<file path="src/rtl/bin2bcd_disp.sv">
// Purpose : sequential binary-to-BCD converter (shift-add-3, one bit per clock)
//           with leading-zero blanking enables and saturate-to-nines overflow.
// Ports   : clk/rst_n; start+bin request; busy, done pulse, bcd, digit_en, ovf.
// Latency : busy for BIN_W cycles after start is accepted; done one cycle.
// Backpr. : start is ignored while busy (not queued); held start restarts in
//           the done cycle, giving one conversion every BIN_W+1 cycles.
module bin2bcd_disp #(
    parameter int BIN_W  = 14,
    parameter int DIGITS = 4
) (
    input  logic                  clk,
    input  logic                  rst_n,
    input  logic                  start,
    input  logic [BIN_W-1:0]      bin,
    output logic                  busy,
    output logic                  done,
    output logic [4*DIGITS-1:0]   bcd,
    output logic [DIGITS-1:0]     digit_en,
    output logic                  ovf
);

    localparam int SW = 4 * DIGITS;
    localparam int CW = $clog2(BIN_W + 1);
    // Largest value representable on the display, e.g. 9999 for 4 digits.
    localparam logic [63:0] MAXV = 64'(10 ** DIGITS) - 64'd1;

    typedef enum logic {
        S_IDLE,
        S_CONV
    } state_t;

    state_t            state_q;
    logic [BIN_W-1:0]  shift_q;
    logic [SW-1:0]     scr_q;
    logic [CW-1:0]     cnt_q;
    logic              ovf_pend_q;
    logic              busy_q;
    logic              done_q;
    logic [SW-1:0]     bcd_q;
    logic [DIGITS-1:0] en_q;
    logic              ovf_q;

    logic [SW-1:0]     adj;
    logic [SW-1:0]     scr_d;
    logic [BIN_W-1:0]  shift_d;
    logic [SW-1:0]     res_bcd_d;
    logic [DIGITS-1:0] en_d;
    logic              any_nz;
    logic              bin_ovf;

    assign bin_ovf = (64'(bin) > MAXV);

    // One double-dabble step: adjust each nibble independently (4-bit add,
    // no inter-nibble carry), then shift {scratch, shift} left by one.
    always_comb begin
        adj = scr_q;
        for (int i = 0; i < DIGITS; i++) begin
            if (scr_q[4*i +: 4] >= 4'd5) begin
                adj[4*i +: 4] = scr_q[4*i +: 4] + 4'd3;
            end
        end
        {scr_d, shift_d} = {adj, shift_q} << 1;
    end

    // Final result and blanking: a digit is lit if it or any more
    // significant digit is non-zero; the units digit is always lit.
    always_comb begin
        res_bcd_d = ovf_pend_q ? {DIGITS{4'h9}} : scr_d;
        en_d      = '0;
        any_nz    = 1'b0;
        for (int i = DIGITS - 1; i >= 0; i--) begin
            any_nz  = any_nz | (res_bcd_d[4*i +: 4] != 4'h0);
            en_d[i] = any_nz;
        end
        en_d[0] = 1'b1;
    end

    always_ff @(posedge clk or negedge rst_n) begin
        if (!rst_n) begin
            state_q    <= S_IDLE;
            shift_q    <= '0;
            scr_q      <= '0;
            cnt_q      <= '0;
            ovf_pend_q <= 1'b0;
            busy_q     <= 1'b0;
            done_q     <= 1'b0;
            bcd_q      <= '0;
            en_q       <= DIGITS'(1);
            ovf_q      <= 1'b0;
        end else begin
            done_q <= 1'b0;
            case (state_q)
                S_IDLE: begin
                    if (start) begin
                        shift_q    <= bin;
                        scr_q      <= '0;
                        cnt_q      <= CW'(BIN_W);
                        ovf_pend_q <= bin_ovf;
                        busy_q     <= 1'b1;
                        state_q    <= S_CONV;
                    end
                end
                S_CONV: begin
                    shift_q <= shift_d;
                    scr_q   <= scr_d;
                    cnt_q   <= cnt_q - CW'(1);
                    // Last bit: the shifted scratch is the finished result.
                    if (cnt_q == CW'(1)) begin
                        bcd_q   <= res_bcd_d;
                        en_q    <= en_d;
                        ovf_q   <= ovf_pend_q;
                        done_q  <= 1'b1;
                        busy_q  <= 1'b0;
                        state_q <= S_IDLE;
                    end
                end
                default: state_q <= S_IDLE;
            endcase
        end
    end

    assign busy     = busy_q;
    assign done     = done_q;
    assign bcd      = bcd_q;
    assign digit_en = en_q;
    assign ovf      = ovf_q;

endmodule
</file>
<file path="config.mk">
export PLATFORM = sky130hd
export DESIGN_NAME = bin2bcd_disp
export DESIGN_NICKNAME = d
export VERILOG_FILES = /design/src/rtl/bin2bcd_disp.sv
export SDC_FILE = /design/constraint.sdc
export NUM_CORES = 1
export LEC_CHECK = 0
export CAP_MARGIN = 20
export CORE_AREA = 2 2 83 85
export CTS_CLUSTER_DIAMETER = 100
export DETAILED_ROUTE_END_ITERATION = 7
export DIE_AREA = 0 0 85 87
export GPL_ROUTABILITY_DRIVEN = 0
export PLACE_DENSITY = 0.67
export SYNTH_ARGS = -nofsm -noshare
export SYNTH_HDL_FRONTEND = slang
export SYNTH_SLANG_ARGS = --single-unit
</file>
<file path="constraint.sdc">
create_clock -name clk -period 2.08 [get_ports clk]
set_input_delay 0.624 -clock clk [delete_from_list [all_inputs] [get_ports clk]]
set_output_delay 0.624 -clock clk [all_outputs]
set_load 0.01 [all_outputs]
</file>
== Word level (Yosys, flattened, before mapping) ==
Cells that the tools add are included.

* Register bits after elaboration: 58
* Word-level logic and storage cells: 51

* Add/sub/neg operators: 5
* $lt $le $gt $ge: 5
* Eq/ne operators: 3
* Multiplexer cells: 19
* Bitwise operators: 3
* Reductions and logical operators: 6

{| class="wikitable"
|+ Operators with widths
! operator !! count
|-
| $mux W16 || 2
|-
| $pmux W16 S2 || 1
|-
| $pmux W14 S2 || 1
|-
| $ge A4 B3 Y1 const B || 4
|-
| $mux W4 || 4
|-
| $gt A14 B14 Y1 const B || 1
|-
| $mux W14 || 1
|-
| $add A4 B2 Y4 const B || 3
|-
| $reduce_bool A4 Y1 || 3
|-
| $pmux W4 S2 || 1
|-
| $mux W1 || 6
|-
| $reduce_and A2 Y1 || 3
|-
| $eq A4 B1 Y1 const B || 1
|-
| $pmux W1 S2 || 2
|-
| $sub A4 B1 Y4 const B || 1
|-
| $add A3 B2 Y3 const B || 1
|-
| $mux W3 || 1
|-
| $ne A2 B1 Y1 const B || 1
|-
| $ne A2 B2 Y1 const B || 1
|-
| $or A1 B1 Y1 || 2
|-
| $not A1 Y1 || 1
|}

== Depth between registers and ports, before layout ==
* Depth after elaboration: 6
* Depth in mapped cells: 8
* Gate-level depth less buffers: 7

== Least setup slack after synthesis ==
Ideal clock, no wire load.

* Kind: register -> register
* Start point: register scr_q[12]
* End point: register en_q[1] (netlist: digit_en[1])
* Setup time: 146 ps
* Arrival time: 1615 ps
* Required time: 1934 ps
* Slack: 318 ps
* Stages on the path, launching flop included: 8
* Period minus slack after synthesis: 1762 ps
* Path through: dfrtp_1 inv_1 ha_1 nand2b_1 a21oi_4 nand3b_4 a2111oi_4 a41oi_2

* Word-level cells in the longest chain between the ends: 6
* Elaborated cells on any way between the ends: 7

{| class="wikitable"
|+ RTL lines
! item !! RTL line !! text
|-
| start: declaration || 34 || <nowiki>logic [SW-1:0] scr_q;</nowiki>
|-
| start signal: assignment || 105 || <nowiki>scr_q <= scr_d;</nowiki>
|-
| $ge A4 B3 Y1 / $add A3 B2 Y3 (equally long branches) || 58, 59 ||
|-
| $mux W3 (*) || 58 || <nowiki>if (scr_q[4*i +: 4] >= 4'd5) begin</nowiki>
|-
| $mux W16 (*) || 68 || <nowiki>res_bcd_d = ovf_pend_q ? {DIGITS{4'h9}} : scr_d;</nowiki>
|-
| $reduce_bool A4 Y1 (*) || 72 || <nowiki>any_nz = any_nz | (res_bcd_d[4*i +: 4] != 4'h0);</nowiki>
|-
| $or A1 B1 Y1 (*) (2 in a row) || 72 ||
|-
| end signal: assignment || 110 || <nowiki>en_q <= en_d;</nowiki>
|-
| end: declaration || 40 || <nowiki>logic [DIGITS-1:0] en_q;</nowiki>
|}

Every way passes the cells marked *; elsewhere a longest branch is shown, timed or not.
A chain may end at the register's enable or synchronous reset.

== Worst setup path after layout ==
Ends and elaborated chain as after synthesis.

==> results.cfg <==
[run_status]
status = finished, final reports clean

[floorplanning]
rows = 30
io_pins = 40
dieArea_um2 = 7400
initial_utilization_pct = 43.4
core_um2 = 6570
die_w_um = 85
die_y_um = 87

[layout]
design_area_um2 = 3510
antenna_cells = 0
area_growth_pct = 23.2
drive_above_1_share_pct = 9.23
fin_nets = 347

[cts]
tritoncts = yes
cts_root_buf = clkbuf_8
clk_pin_slew_ns = 0.06
cts_resized = 0
htreeDepth = 3
clock_latency_ns = 0.34
cts_buffer_depth = 2
numCtsBuffers = 9
clock_sinks = 58
cts_setup_buffers = 0
ctsHoldBuffers = 0

[synth]
synth_cell_types = 35
seq_area_frac_synth_pct = 50.9
async_flop_share_pct = 100
ys_warn_count = 0
ys_ff_latch = 58
synth_flop_cell = dfrtp_1
syn-instance-count = 279
avgSynthCellArea_um2 = 10.2
synthesis.nets = 306
syn_area_um2 = 2850
synth_edf_count = 0

[detailed_routing]
ant_nets = 0
top_layer = met4
m1WireLength_um = 2670
vias = 2128
dr_wl_met2_um = 2690
routedWlPerCell_um = 13.9
wl_met3_um = 228
drc = 0
vias_per_cell = 5.25
drt_pass1_iterations = 6
dr.first_iter.drc_count = 82
wirelength_um = 5650

[timing]
maxSlewViolCount = 0
skew_ns = 0.00989
rsz0062_at_grt = no
setup_viol = 0
timing.final.hold_violations = 0
period_share_pct = 92.6
setup_tns_ns = 0
post-route-min-period_ns = 1.93
finalWorstSetupSlack_ns = 0.154
timing.fmax_mhz = 519

[min_path]
min_path_type = input pin to async pin

[worst_setup_path]
critPathLaunchType = flip-flop
crit_fanout = 5
cp_data_required_time_ns = 2.27
end_kind = flip-flop
r2r_start = scr_q[12]$_DFFE_PN0P_
crit_arrival_ns = 2.12
startpoint = scr_q[12]$_DFFE_PN0P_
critical_path_class = flip-flop to flip-flop

[grt]
track_usage_pct = 17.2
antenna_found_initial = 0
grt_start_max_net_pins = 59
overflow = 0
grt_pass1_wl_um = 9920
grt_pass1_vias = 2042

[power]
total_power_mw = 5.41
leakage_nw = 1.63
peakVddDrop_mv = 0.700
powerDensity_nw_per_um2 = 1540

[placement]
dp_hpwl_um = 3850
dpl_worst_slack_ns = 0.155
port_buffers = 38
placed_cell_area_um2 = 3340

[run]
max_cap_violations = 0
final timing paths:
path / endpoint / slack (ns) / cells past startpoint
max in group asynchronous: state_q$_DFF_PN0_ / 1.53 / 2
min: done$_DFF_PN0_ / 0.29 / 2
max reg2reg: digit_en[1]$_DFFE_PN0P_ / 0.15 / 7
min in group clk: bcd[12]$_DFFE_PN0P_ / 0.47 / 2
min reg2reg: bcd[12]$_DFFE_PN0P_ / 0.47 / 2
max: digit_en[1]$_DFFE_PN0P_ / 0.15 / 7
cell usage in the layout, fill, tap and decap left out, types with 2 or more instances in the layout:
master and count:
o21ai_0 26, nor2_1 14, o31ai_1 7, a21oi_1 15, buf_12 2, nand2_1 39, a22o_1 8, buf_4 6
a21o_1 3, nand2b_1 14, nor3_1 6, clkbuf_8 11, dfrtp_1 57, o21ai_1 2, xnor2_1 6, inv_1 12
mux2i_1 21, clkinv_2 3, clkdlybuf4s50_1 37, ha_1 10, clkbuf_1 2, nor3b_1 7
logic make-up (layout without fill, tap and decap cells):
logic type      Yosys count  in the layout  share of synthesized area (%)
other cells               1              1                          0.132
fa+ha+maj                10             10                           4.39
xor+xnor                  6              6                           1.84
flops                    58             58                           50.9
simple gates             88             88                           15.5
buf+inv                  28             74                           4.17
mux                      21             21                           7.37
compound gates           67             67                           15.7
cells in the mapped netlist (2+ instances only):
cell	instances	share of area [%]
o21ai_0	26	4.6
inv_1	12	1.6
nor3b_1	7	1.8
mux2i_1	21	7.4
dfrtp_1	58	51
clkbuf_1	5	0.66
a21oi_1	15	2.6
a21o_1	3	0.79
nor3_1	6	1.1
o21ai_1	2	0.35
o31ai_1	7	1.8
nand2b_1	14	3.1
nand2_1	39	5.1
a22o_1	8	2.5
buf_2	8	1.4
nor2_1	14	1.8
buf_1	2	0.26
ha_1	10	4.4
xnor2_1	6	1.8
power by group:
group,total [mW],switching [mW],internal [mW],leakage (nW)
logic,2.48,1.26,1.22,0.810
registers,2.01,0.378,1.63,0.724
clock network,0.919,0.428,0.491,0.0932
total,5.41,2.07,3.34,1.63
routing by layer:
layer	vias to the layer above	global-route usage, %
met5	-	0
met4	0	6.35
met3	6	6.07
met2	41	26.8
met1	1040	22.3
li1	1041	-
per-stage QoR:
stage	std cells	hold slack, ns	util (%)
2_1_floorplan	279	0.328	-
3_3_place_gp	389	0.453	50.8
3_5_place_dp	389	0.463	50.8
4_1_cts	405	0.287	53.5
5_1_grt	405	0.286	53.5
6_report	405	0.288	53.5
final cells by class:
| type | instances | area (um^2) |
|---|---|---|
| flip-flops and latches | 58 | 1450 |
| clock buffers | 13 | 159 |
| inverters | 12 | 45.0 |
| clock inverters | 3 | 15.0 |
| repair buffers | 46 | 460 |
| well taps | 80 | 100 |
| fillers | 594 | 3060 |
| multi-input cells | 193 | 1280 |
worst max-delay path, stage by stage, from the launching register on:
cell and delay [ns]:
dfrtp_1 0.45, inv_1 0.12, ha_1 0.24, nand2b_1 0.12, a21oi_4 0.09, nand3b_4 0.17, a2111oi_4 0.45, a41oi_2 0.15
flip-flops by register name, summed over array words and instances, names as in the netlist:
register	flops
bcd	16
busy	1
cnt_q	4
digit_en	3
done	1
ovf	1
ovf_pend_q	1
scr_q	16
shift_q	14
state_q	1
(Power assumes the default switching activity.)
